<file path="src/rtl/seg_scan_rx.sv">
// rtl/seg_scan_rx.sv - decodes a low-active 7-segment scan stream back into a BCD time word
// Optional macro SEGRX_DP_EN: capture, compare and publish per-digit decimal points on DP.
module seg_scan_rx #(
  parameter int SETTLE       = 4,
  parameter int MATCH_FRAMES = 2,
  parameter int TO_W         = 20
) (
  input  logic        CLK,
  input  logic        RST,
  input  logic [7:0]  SEGN,
  input  logic [7:0]  AN,
  output logic [31:0] TIME,
  output logic        VALID,
  output logic        ERR,
  output logic [7:0]  DP
);

  localparam int SW = (SETTLE > 2) ? $clog2(SETTLE) : 1;
  localparam int MW = (MATCH_FRAMES > 2) ? $clog2(MATCH_FRAMES) : 1;

  typedef enum logic {SYNC, COLLECT} state_t;
  state_t state, state_next;

  logic [7:0]      seg, en, seg_prev, en_prev;
  logic [SW-1:0]   settle_cnt;
  logic [7:0]      mask, mask_new;
  logic [31:0]     shadow, frame, last_frame;
  logic            last_vld;
  logic [MW-1:0]   match, match_next;
  logic [TO_W-1:0] to_cnt;
  logic            publish;
  logic            stable, capture, dec_ok, good, bad, complete, timeout, same;
  logic [3:0]      dec_nib;
  logic [2:0]      idx;

  assign stable  = (seg == seg_prev) && (en == en_prev);
  assign capture = stable && (settle_cnt == SW'(SETTLE - 2));

  always_comb begin
    dec_ok  = 1'b1;
    dec_nib = 4'd0;
    case (seg[6:0])
      7'h3F: dec_nib = 4'd0;
      7'h06: dec_nib = 4'd1;
      7'h5B: dec_nib = 4'd2;
      7'h4F: dec_nib = 4'd3;
      7'h66: dec_nib = 4'd4;
      7'h6D: dec_nib = 4'd5;
      7'h7D: dec_nib = 4'd6;
      7'h07: dec_nib = 4'd7;
      7'h7F: dec_nib = 4'd8;
      7'h6F: dec_nib = 4'd9;
      default: dec_ok = 1'b0;
    endcase
  end

  always_comb begin
    idx = 3'd0;
    for (int i = 0; i < 8; i++)
      if (en[i]) idx = 3'(i);
  end

  always_comb begin
    frame = shadow;
    frame[{idx, 2'b00} +: 4] = dec_nib;
    mask_new = mask | (8'h01 << idx);
  end

  // A blank (no digit enabled) is a legal inter-digit gap and is ignored silently.
  assign good     = capture && $onehot(en) && dec_ok;
  assign bad      = capture && (en != 8'h00) && !($onehot(en) && dec_ok);
  assign complete = good && (mask_new == 8'hFF);
  assign timeout  = !complete && (&to_cnt);

  always_comb begin
    match_next = '0;
    if (same)
      match_next = (match == MW'(MATCH_FRAMES - 1)) ? match : match + 1'b1;
  end

`ifdef SEGRX_DP_EN
  logic [7:0] dp_shadow, dp_frame, last_dp;

  always_comb begin
    dp_frame      = dp_shadow;
    dp_frame[idx] = seg[7];
  end

  assign same = last_vld && (frame == last_frame) && (dp_frame == last_dp);

  always_ff @(posedge CLK) begin
    if (RST) begin
      dp_shadow <= 8'h00;
      last_dp   <= 8'h00;
      DP        <= 8'h00;
    end else begin
      if (good) dp_shadow <= dp_frame;
      if (complete) last_dp <= dp_frame;
      if (publish) DP <= last_dp;
    end
  end
`else
  assign same = last_vld && (frame == last_frame);
  assign DP   = 8'h00;
`endif

  always_ff @(posedge CLK) begin
    if (RST) state <= SYNC;
    else     state <= state_next;
  end

  always_comb begin
    state_next = state;
    case (state)
      SYNC:    if (good && !timeout) state_next = COLLECT;
      COLLECT: if (complete || bad || timeout) state_next = SYNC;
      default: state_next = SYNC;
    endcase
  end

  always_ff @(posedge CLK) begin
    if (RST) begin
      seg        <= 8'h00;
      en         <= 8'h00;
      seg_prev   <= 8'h00;
      en_prev    <= 8'h00;
      settle_cnt <= '0;
      mask       <= 8'h00;
      shadow     <= 32'h0;
      last_frame <= 32'h0;
      last_vld   <= 1'b0;
      match      <= '0;
      to_cnt     <= '0;
      publish    <= 1'b0;
      TIME       <= 32'h0;
      VALID      <= 1'b0;
      ERR        <= 1'b0;
    end else begin
      seg      <= ~SEGN;
      en       <= ~AN;
      seg_prev <= seg;
      en_prev  <= en;
      if (!stable)
        settle_cnt <= '0;
      else if (settle_cnt != SW'(SETTLE - 1))
        settle_cnt <= settle_cnt + 1'b1;

      to_cnt  <= complete ? '0 : to_cnt + 1'b1;
      publish <= complete && (match_next == MW'(MATCH_FRAMES - 1));
      if (publish) begin
        TIME  <= last_frame;
        VALID <= 1'b1;
      end

      if (bad) begin
        ERR   <= 1'b1;
        mask  <= 8'h00;
        match <= '0;
      end else if (good) begin
        shadow <= frame;
        if (complete) begin
          mask       <= 8'h00;
          last_frame <= frame;
          last_vld   <= 1'b1;
          match      <= match_next;
        end else begin
          mask <= mask_new;
        end
      end

      // Timeout wins over a concurrent partial capture so the next frame starts clean.
      if (timeout) begin
        VALID <= 1'b0;
        match <= '0;
        mask  <= 8'h00;
      end
    end
  end

endmodule
</file>
<file path="config.mk">
export PLATFORM = sky130hd
export DESIGN_NAME = seg_scan_rx
export DESIGN_NICKNAME = d
export VERILOG_FILES = /design/src/rtl/seg_scan_rx.sv
export SDC_FILE = /design/constraint.sdc
export NUM_CORES = 1
export LEC_CHECK = 0
export ABC_AREA = 0
export BUFFER_PORTS_ARGS = -buffer_cell sky130_fd_sc_hd__buf_2
export CELL_PAD_IN_SITES_DETAIL_PLACEMENT = 1
export CELL_PAD_IN_SITES_GLOBAL_PLACEMENT = 2
export CORE_MARGIN = 3
export CORE_UTILIZATION = 31
export CTS_BUF_LIST = sky130_fd_sc_hd__clkbuf_16
export DETAILED_ROUTE_END_ITERATION = 10
export MAX_ROUTING_LAYER = met4
export PLACE_DENSITY = 0.68
export SYNTH_ARGS = -nofsm -noshare
export SYNTH_HDL_FRONTEND = slang
export SYNTH_SLANG_ARGS = --single-unit
</file>
<file path="constraint.sdc">
create_clock -name CLK -period 4.2 [get_ports CLK]
set_clock_uncertainty 0.1 [all_clocks]
set_input_delay 0.42 -clock CLK [delete_from_list [all_inputs] [get_ports CLK]]
set_output_delay 0.42 -clock CLK [all_outputs]
set_load 0.02 [all_outputs]
</file>
==> results.toml <==
[synth]
synthCells = 845
synthArstFlopShare_pct = 0
syn_area_sq_mm = 0.00759
yosysUniqueCellTypes = 68
ys_warn_count = 0
synth-edff-count = 0
synth_seq_cells = 162
synth.avg_cell_area_sq_um = 8.98
ys_seq_area_share_pct = 42.8
synth_ff_type = "dfxtp_1"

[routing]
via_per_inst = 4.88
routed_wl_um = 22300
post_drt_wl_per_cell_um = 17.6
drt_iter0_drc = 245
drcViolationCount = 0
ant_nets = 0
first_pass_iters = 4
vias = 6170

[run_status]
violations = "setup timing"
status = "complete, but fails checks"

[run]
maxCapViolCount = 0

[clock_network]
cts_buffers = 17
clockRootBuffer = "clkbuf_16"
htreeDepth = 4
clkLatencyLatePin_ns = 0.43
cts.sinks = 162
tritoncts = "yes"
clk_pin_slew_worst_paths_ns = 0.06
cts_buffer_depth = 2

[setup_path]
startpoint_type = "flop"
cpMostUsedCell = "fa_1"
crit_required_ns = 4.38
r2r_start = "en[0]$_SDFF_PP0_"
reg2reg_to = "last_frame[2]$_SDFFE_PP0P_"
crit_path_top_delay_cell = "fa_1"
critical_path.top_delay_family = "adder cells"
rrSetupSlack_ns = -0.06
path_max_fanout = 6
cp_cell_sequence = "fa_1 > inv_1 > fa_1 > fa_1 > inv_1 > ha_2 > inv_2 > fa_2 > nand2_2 > nor3b_2 > a22oi_2 > or2_4 > buf_12 > nor2_4 > buf_6 > buf_12 > mux2i_4 > nor2_1"
max_stage_delay_ns = 0.53
critPathBufInv = 6
startpoint = "en[0]$_SDFF_PP0_"
arrival_ns = 4.44
worstSetupPathType = "flop to flop"
r2r_cells = 18
crit_path_end_kind = "flop"

[power]
ir_drop_mv = 0.211
p_leak_nw = 3.65
cellPowerDensity_mw_per_mm2 = 375
p_total_mw = 3.62

[grt]
grt_pass1_vias = 6165
grt_pass1_wl_um = 35500
antenna_found_initial = 0
grt_max_degree = 74
grt_util_all_layers_pct = 17.8
grt_remaining_overflow = 0

[sta]
setup_slack_ns = -0.0564
hold_viol_final = 0
post-route-period-util_pct = 101
fmax_mhz = 235
relSlewSlack_pct = 27.5
period_needed_ns = 4.26
setup_violations = 17
slew_viol_final = 0
worstMarginPinSlew_ns = 1.09
rsz0062_at_grt = "yes"

[placement]
routabilityCongestion = 0.815
placed_area_sq_mm = 0.00846
hpwl_um = 15300
port_buffers = 51

[die]
core_area_sq_mm = 0.0238
die_area_sq_mm = 0.0264
io_pins = 60
start_util_pct = 31.9
die_y_um = 162
rows = 56
die_w_um = 162

[hold_path]
holdCritPathClass = "input pin to flop"
whs_path_depth = 2
whs_endpoint = "seg[1]$_SDFF_PP0_"
hp-start = "SEGN[1]"

[final_layout]
n_antenna_cell = 0
area_growth_pct = 27.2
stdcell_area_sq_mm = 0.00965
n_fill_cell = 2732
layout.nets = 970
drive_gt1_share_pct = 23.4
layout_common_cells = "160 x dfxtp_1, 159 x nor2_1, 70 x mux2i_1, 50 x buf_2, 46 x buf_4"
layout_commonest_cell = "dfxtp_1"
[flip-flops by register name (all words and copies together) (netlist names)]
name        flops
to_cnt         20
VALID           1
TIME           32
seg             8
ERR             1
shadow         32
en_prev         8
mask            8
last_frame     32
last_vld        1
en              8
publish         1
settle_cnt      2
seg_prev        8
[stage by stage]
step	worst slack (ns)	util (%)	TNS (ns)	hold WS [ns]	std cells
2_1_floorplan	0.0954	-	0	0.318	852
3_3_place_gp	-0.0269	35.6	-0.390	0.332	1221
3_5_place_dp	-0.187	35.6	-6.35	0.342	1221
4_1_cts	-0.0765	39.8	-0.666	0.0215	1264
5_1_grt	-0.203	40.6	-7.66	0.0302	1264
6_report	-0.0564	40.6	-0.432	0.0396	1264
[Yosys cell counts, drive strengths merged (14+ instances only)]
library cell	count	area, sq um
nand2	31	116
dfxtp	162	3240
xnor2	41	359
nor2	186	701
buf	21	134
nor2b	16	100
ha	14	175
a21oi	25	125
o21ai	14	73.8
xor2	35	307
a211oi	24	185
inv	25	93.8
nor3	17	85.1
nand3	15	80.1
mux2i	75	751
clkbuf	32	120
[report_power, final]
part	switching, mW	internal, mW
Combinational	0.183	0.105
Sequential	0.0172	1.55
Clock	0.652	1.11
[logic make-up (layout without fill, tap and decap cells)]
| kind of cell | count (synthesis) | count (layout) | synth area share [%] |
|---|---|---|---|
| AOI/OAI and AO/OA | 106 | 106 | 9.81 |
| xor gates and xnor gates | 76 | 76 | 8.77 |
| adders and majority gates | 18 | 18 | 3.36 |
| buffers and inverters | 79 | 172 | 4.65 |
| DFF | 162 | 162 | 42.8 |
| muxes | 80 | 80 | 10.6 |
| other | 1 | 8 | 0.0494 |
| and+or+nand+nor | 323 | 323 | 20.0 |
[worst max-delay path by stage]
stage	slack (ns)	cells after the start	endpoint
6_report	-0.06	18	last_frame[2]$_SDFFE_PP0P_
5_1_grt	-0.20	18	last_frame[16]$_SDFFE_PP0P_
4_1_cts	-0.08	19	last_frame[28]$_SDFFE_PP0P_
3_5_place_dp	-0.19	18	last_frame[22]$_SDFFE_PP0P_
3_3_place_gp	-0.03	18	last_frame[21]$_SDFFE_PP0P_
2_1_floorplan	0.1	17	shadow[2]$_SDFFE_PP0P_
[worst register-to-register path, cell delays in order (launching register included)]
cell	delay (ns)
dfxtp_2	0.33
fa_1	0.53
inv_1	0.05
fa_1	0.49
fa_1	0.40
inv_1	0.07
ha_2	0.18
inv_2	0.04
fa_2	0.53
nand2_2	0.07
nor3b_2	0.19
a22oi_2	0.08
or2_4	0.28
buf_12	0.14
nor2_4	0.10
buf_6	0.14
buf_12	0.15
mux2i_4	0.22
nor2_1	0.05
[final cells by class]
type                            instances  area [sq um]  area share [%]
Multi-Input combinational cell        611          4290            44.5
Sequential cell                       162          3250            33.6
Timing Repair Buffer                  116           956            9.91
Clock buffer                           17           425            4.41
Tap cell                              319           399            4.14
Clock inverter                         13           234            2.42
Inverter                               26          98.8            1.02
[per-layer routing]
layer / global-route usage, % / part of all wire [%]
met4: 4.46 / 1.0
met2: 26.1 / 44
met5: - / 0
met3: 2.44 / 2.5
met1: 25.8 / 53
[timing repair]
item,in CTS,in global routing
hold buffers,0,0
endpoints found under the setup margin,74,92
buffers inserted,8,4
pin swaps,9,24
gates cloned,5,1
resized for setup,38,50
(Power assumes the default switching activity.)
